File: config.mk
export PLATFORM = sky130hd
export DESIGN_NAME = fetch_stage
export DESIGN_NICKNAME = d
export VERILOG_FILES = /design/src/rtl/fetch_stage.sv
export SDC_FILE = /design/constraint.sdc
export NUM_CORES = 1
export LEC_CHECK = 0
export ABC_AREA = 0
export ABC_CLOCK_PERIOD_IN_PS = 3000
export CAP_MARGIN = 40
export CORE_MARGIN = 2
export CORE_UTILIZATION = 54
export DETAILED_ROUTE_END_ITERATION = 10
export PLACE_DENSITY_LB_ADDON = 0.15
export SLEW_MARGIN = 0
export SYNTH_ARGS = -nofsm -noshare
export SYNTH_HDL_FRONTEND = slang
export SYNTH_SLANG_ARGS = --single-unit
File: constraint.sdc
create_clock -name clk -period 3 [get_ports clk]
set_input_delay 0.75 -clock clk [delete_from_list [all_inputs] [get_ports clk]]
set_output_delay 0.75 -clock clk [all_outputs]
set_load 0.005 [all_outputs]
File: src/rtl/fetch_stage.sv
// Instruction-fetch stage: owns the PC, issues req/valid fetches and fills the IF/ID register.
// Handles hazard stalls with a one-entry skid buffer and flushes on branch/jump redirects.
module fetch_stage #(
    parameter int unsigned     PC_W     = 32,
    parameter logic [PC_W-1:0] RESET_PC = PC_W'(32'h0000_0000)
) (
    input  logic            clk,
    input  logic            rst_n,
    output logic            imem_req,
    output logic [PC_W-1:0] imem_addr,
    input  logic            imem_valid,
    input  logic [31:0]     imem_rdata,
    input  logic            stall,
    input  logic            redirect_valid,
    input  logic [PC_W-1:0] redirect_pc,
    output logic            if_id_valid,
    output logic [31:0]     if_id_inst,
    output logic [PC_W-1:0] if_id_pc,
    output logic [PC_W-1:0] if_id_pc_plus4,
    output logic [5:0]      id_opcode
);

    localparam int unsigned INST_W = 32;
    localparam int unsigned OP_W   = 6;
    localparam logic [PC_W-1:0] ALIGN_MASK = ~PC_W'(3);
    localparam logic [PC_W-1:0] RESET_PC_A = RESET_PC & ALIGN_MASK;

    typedef enum logic [1:0] {
        S_IDLE,
        S_WAIT,
        S_HOLD,
        S_DROP
    } state_t;

    typedef struct packed {
        logic              valid;
        logic [INST_W-1:0] inst;
        logic [PC_W-1:0]   pc;
        logic [PC_W-1:0]   pc_plus4;
    } if_id_t;

    state_t            state_q, state_d;
    logic [PC_W-1:0]   pc_q, pc_d;
    logic [PC_W-1:0]   addr_q, addr_d;
    logic              req_q, req_d;
    if_id_t            ifid_q, ifid_d;
    logic [INST_W-1:0] buf_inst_q, buf_inst_d;
    logic [PC_W-1:0]   buf_pc_q, buf_pc_d;
    logic              done;
    logic [PC_W-1:0]   redirect_tgt;

    // State and registered-output update
    always_ff @(posedge clk or negedge rst_n) begin
        if (!rst_n) begin
            state_q    <= S_IDLE;
            pc_q       <= RESET_PC_A;
            addr_q     <= RESET_PC_A;
            req_q      <= 1'b0;
            ifid_q     <= '0;
            buf_inst_q <= '0;
            buf_pc_q   <= '0;
        end else begin
            state_q    <= state_d;
            pc_q       <= pc_d;
            addr_q     <= addr_d;
            req_q      <= req_d;
            ifid_q     <= ifid_d;
            buf_inst_q <= buf_inst_d;
            buf_pc_q   <= buf_pc_d;
        end
    end

    // Next-state and next-output logic; redirect outranks stall and completion
    always_comb begin
        state_d      = state_q;
        pc_d         = pc_q;
        ifid_d       = ifid_q;
        buf_inst_d   = buf_inst_q;
        buf_pc_d     = buf_pc_q;
        done         = req_q & imem_valid;
        redirect_tgt = redirect_pc & ALIGN_MASK;

        if (redirect_valid) begin
            pc_d         = redirect_tgt;
            ifid_d.valid = 1'b0;
            ifid_d.inst  = '0;
            buf_inst_d   = '0;
            buf_pc_d     = '0;
            unique case (state_q)
                S_WAIT:  state_d = done ? S_WAIT : S_DROP;
                S_DROP:  state_d = S_DROP;
                default: state_d = S_WAIT;
            endcase
        end else begin
            unique case (state_q)
                S_IDLE: begin
                    state_d = S_WAIT;
                end
                S_WAIT: begin
                    if (done && stall) begin
                        buf_inst_d = imem_rdata;
                        buf_pc_d   = pc_q;
                        state_d    = S_HOLD;
                    end else if (done) begin
                        ifid_d = '{valid: 1'b1, inst: imem_rdata, pc: pc_q,
                                   pc_plus4: pc_q + PC_W'(4)};
                        pc_d   = pc_q + PC_W'(4);
                    end else if (!stall) begin
                        ifid_d.valid = 1'b0;
                        ifid_d.inst  = '0;
                    end
                end
                S_HOLD: begin
                    if (!stall) begin
                        ifid_d = '{valid: 1'b1, inst: buf_inst_q, pc: buf_pc_q,
                                   pc_plus4: buf_pc_q + PC_W'(4)};
                        pc_d    = buf_pc_q + PC_W'(4);
                        state_d = S_WAIT;
                    end
                end
                S_DROP: begin
                    if (!stall) begin
                        ifid_d.valid = 1'b0;
                        ifid_d.inst  = '0;
                    end
                    if (done) state_d = S_WAIT;
                end
                default: state_d = S_IDLE;
            endcase
        end

        // A pending DROP request keeps its original address until it completes
        addr_d = (state_d == S_DROP) ? addr_q : pc_d;
        req_d  = (state_d == S_WAIT) || (state_d == S_DROP);
    end

    assign imem_req       = req_q;
    assign imem_addr      = addr_q;
    assign if_id_valid    = ifid_q.valid;
    assign if_id_inst     = ifid_q.inst;
    assign if_id_pc       = ifid_q.pc;
    assign if_id_pc_plus4 = ifid_q.pc_plus4;
    assign id_opcode      = ifid_q.inst[INST_W-1 -: OP_W];

endmodule

# After elaboration in Yosys (flattened, before gate mapping)
# Cells that the tools add are included.
# op_classes
addsub	2
eq_ne	10
n_mux	26
n_bitwise	2
reduce_logical	10
# ops
op	count
$mux 32	10
$mux 97	2
$pmux 64 s2	1
$mux 33	3
$pmux 33 s3	1
$add 32x3->32 const B	2
$mux 64	1
$pmux 32 s2	1
$mux 2	5
$pmux 2 s4	1
$eq 2x2->1 const B	3
$ne 2x2->1 const B	3
$ne 3x3->1 const B	2
$reduce_bool 2->1	3
$reduce_and 5->1	1
$eq 2x1->1 const B	2
$pmux 2 s2	1
$reduce_bool 4->1	1
$reduce_and 3->1	1
$logic_not 2->1	1
$reduce_and 2->1	1
$and 1x1->1	1
$logic_and 1x1->1	1
$logic_or 1x1->1	1
$not 1->1	1
# word_totals
ff_bits	228
inputBits	69
out_inout_bits	136
wordCells	60

# Depth between registers and ports, before layout
# logic_depth
ltp_word	7
mapped_depth	11
depth_no_buf	8

# Worst setup path after synthesis
# No wires, ideal clock.
# synth_timing
path_type	register -> register
start	register state_q[1]
end	register addr_q[15] (netlist: imem_addr[15])
setup_ns	0.128
arrival_time_ns	2.176
t_required_ns	2.872
path_slack_ns	0.697
path_stages_with_launch	11
n_path_buf	3
synth_period_minus_slack_ns	2.303
path_cell_list	dfrtp_1 > inv_1 > ha_1 > buf_2 > a31oi_1 > a2111o_1 > nand3_1 > buf_2 > nand2_2 > buf_2 > mux2_1
# synth_via
elab_chain_cells	4
elab_cells_between_ends	13
cone_classes	eq/ne (4); mux (8); reduce/logical (1)
# synth_lines
item	line_no	source
from (decl)	42	state_t state_q, state_d;
from (signal assigned)	63	state_q <= state_d;
$eq 2x2->1, or another cell as far along	89, 95	
$pmux 2 s4 or $pmux 2 s2 (tied branches)	95, 89	
$mux 2 *	83	if (redirect_valid) begin
net state_d[1]	42	
$eq 2x2->1 *	133	addr_d = (state_d == S_DROP) ? addr_q : pc_d;
to (signal assigned)	65	addr_q <= addr_d;
to (decl)	44	logic [PC_W-1:0] addr_q, addr_d;
# The timed path passes the listed nets; every way through them passes the cells marked *.
# A chain may end at the register's enable or synchronous reset.

# Worst setup path after layout
# layout_timing
start	register pc_q[5]
end	register addr_q[27] (netlist: imem_addr[27])
# layout_via
elab_chain_cells	5
# layout_lines
item	line_no	source
from (decl)	43	logic [PC_W-1:0] pc_q, pc_d;
from (signal assigned)	64	pc_q <= pc_d;
$add 32x3->32	107	pc_d = pc_q + PC_W'(4);
$mux 32	104	end else if (done) begin
$mux 32	100	if (done && stall) begin
$pmux 32 s2	95	unique case (state_q)
$mux 32	83	
# No other way between the ends.

==> results.ini <==
[floorplanning]
ios = 205
rows = 53
coreArea_sq_um = 21200
die_x_um = 152
dieArea_sq_um = 23000
fp.dieH_um = 152
start_util_pct = 55.4

[worst_hold_path]
hold_class = input port to asynchronous set/reset pin

[sta]
clock.fmax_ghz = 0.359
setup_viol = 0
max_slew.worst_pin.slew_ns = 0.641
fin_crit_ns = 2.79
skew_ns = 0.0139
hold_viol = 0
fin_crit_sh_pct = 92.9
slew_headroom_pct = 57.3
final.setup.tns_ns = 0
final_max_slew_viol_count = 0
rsz0062_at_grt = false

[worst_setup_path]
r2r-start = pc_q[5]
max_stage_delay_ns = 0.59
worstReg2RegEnd = imem_addr[27]
path_cells = nand4_2, nor4_4, nand4b_1, a21o_1, a221oi_1, o31ai_1
arrival_ns = 3.17
crit_family = simple AND/OR/NAND/NOR gates
cp_num_buf_inv = 0
cp-start-kind = flop
required_ns = 3.39
rr_worst_depth = 6
regToRegSetupSlack_ns = 0.21
critPathKind = flop to flop
end_kind = flop
worstPathMaxFanout = 10
worst_path_max_delay_cell = dfrtp_1

[drt]
drt-initial-drc-count = 975
ant_nets = 0
wl_per_cell_um = 21.4
dr.pass1.iters = 7
vias_per_cell = 6.15
num_vias = 10480
finalWirelength_mm = 36.5
drc = 0

[global_route]
grt_start_max_net_pins = 75
met2_usage_pct = 46.4
grt_pass1_wl_mm = 56.6
use_met3_pct = 6.05
antenna_found_initial = 1
grt_use_met1_pct = 49.8
grt_pass1_vias = 9928
grt_usage_pct = 31.8
top_usage_layer = met1
grt-ovfl-total = 0

[clocking]
cts_buffers = 24
clock-sinks = 226
insertion_delay_ns = 0.53
cts_tree = done
clkTransAtPathRegs_ns = 0.06
cts_root_buf = clkbuf_16
clk_path_buf_depth = 3
cts_hold_buf = 0
cts_setup_buffers = 0
cts-resized-gates = 0
htreeDepth = 1

[cells_and_area]
nets = 1490
final_cells = 1703
drive_above_1_share_pct = 11.3
layout-area-overhead-vs-synth_pct = 29.0
num_antenna_cells = 0

[synthesis]
synth_fp_nets = 1300
ys_async_sr_fraction_pct = 100
synth_area_leader_cell = dfrtp_1
yosysMostFrequentCell = dfrtp_1
synth_seq_cells = 226
synth_top_area_share_pct = 48.1
yosysUniqueCellTypes = 76
seq_area_frac_synth_pct = 48.1
synthCells = 1225
synth_warnings = 0
syn_area_per_cell_sq_um = 9.60
synthFlopType = dfrtp_1
yosys-top-cells-area = dfrtp_1 48%, a22o_1 4.8%, nand2_1 4.4%, mux2i_1 3.9%, nor2_1 3.6%
ys_top_cells_by_count = 226 x dfrtp_1, 138 x nand2_1, 113 x nor2_1
synth_area_sq_um = 11800
synth_enable_flop_cells = 0

[place]
place_inst = 1664
dp_hpwl_mm = 26.1
routabilityCongestion = 0.975
placement.io_buffers = 202

[run]
maxCapViolations = 0

[pwr]
ir_drop_mv = 0.630
p_leak_uw = 0.00646
p_per_area_nw_per_um2 = 987

[run_status]
status = finished, final reports clean

==> how the worst max path moves through the flow <==
stage / from / end / slack (ns) / cells after the start
global route: pc_q[5] / imem_addr[27] / 0.14 / 6
finish: pc_q[5] / imem_addr[27] / 0.21 / 6
global placement: imem_valid / imem_addr[16] / 0.11 / 8
detailed placement: imem_valid / imem_addr[7] / 0.05 / 9
CTS: pc_q[5] / imem_addr[27] / 0.35 / 6
floorplan: state_q[1] / imem_addr[15] / 0.70 / 10
==> metrics by stage <==
| step | total power (uW) | utilization [%] | setup slack (ns) | area, sq um | hold slack [ns] |
|---|---|---|---|---|---|
| after global placement | 11700 | 67.7 | 0.109 | 14400 | 0.460 |
| after global routing | 15800 | 71.5 | 0.143 | 15200 | 0.236 |
| after CTS | 14900 | 71.5 | 0.350 | 15200 | 0.217 |
| final | 15000 | 71.5 | 0.214 | 15200 | 0.182 |
| after detailed placement | 11800 | 67.7 | 0.0482 | 14400 | 0.462 |
| after floorplan | 8350 | - | 0.697 | 11800 | 0.454 |
==> power by group <==
part / internal, uW / switching [uW] / leakage [uW]
clock network: 1860 / 1200 / 0.000395
logic: 3350 / 3650 / 0.00314
registers: 4000 / 912 / 0.00293
total: 9210 / 5760 / 0.00646
==> metal layers <==
metal,vias up,wire [um]
li1,4789,-
met1,5141,16700
met2,502,16000
met3,46,3280
met4,2,544
met5,-,12
==> cells in the final DEF (no fill, tap or decap), drive strengths merged, types with 4 or more instances in the layout <==
cell / netlist / final
dfrtp: 226 / 226
clkdlybuf4s50: 0 / 200
nand2: 139 / 139
nor2: 113 / 113
o21ai: 88 / 88
buf: 47 / 82
a22o: 65 / 65
a21oi: 55 / 55
mux2i: 46 / 46
a22oi: 38 / 38
nand3: 34 / 34
clkbuf: 71 / 32
xnor2: 28 / 28
mux2: 25 / 25
xor2: 21 / 21
nand4: 20 / 20
and3: 16 / 16
nor3: 14 / 14
and2: 13 / 13
or3: 13 / 13
nor4: 13 / 13
o31ai: 13 / 13
inv: 12 / 12
o21a: 10 / 10
and4: 8 / 8
a221oi: 8 / 8
a31oi: 8 / 8
a21o: 7 / 7
o22ai: 7 / 7
o221ai: 6 / 6
ha: 6 / 6
o31a: 5 / 5
nand2b: 4 / 4
a211oi: 4 / 4
o211ai: 4 / 4
clkinv: 1 / 4
==> kinds of logic (layout without fill, tap and decap cells) <==
group           after synthesis  in the layout  synth area share, %
flops                       226            226                 48.1
fa+ha+maj                     6              6                0.639
buf+inv                     131            334                 4.83
mux                          71             71                 6.34
simple gates                397            397                 16.0
compound gates              345            345                 20.5
xor+xnor                     49             49                 3.65
==> area by class of cell <==
| cell class | instances | area [sq um] |
|---|---|---|
| Timing Repair Buffer | 282 | 2740 |
| Tap cell | 275 | 344 |
| Sequential cell | 226 | 5660 |
| Clock buffer | 32 | 692 |
| Multi-Input combinational cell | 868 | 5580 |
| Clock inverter | 7 | 113 |
| Fill cell | 1635 | 6050 |
| Inverter | 13 | 48.8 |
==> flip-flops by register name, indices dropped and copies added, names as in the netlist, 2 cells and up <==
signal	cells
buf_inst_q	32
buf_pc_q	32
if_id_inst	32
if_id_pc	32
imem_addr	32
pc_q	32
if_id_pc_plus4	30
state_q	2
Note: power is estimated with default switching activity, not from simulation.
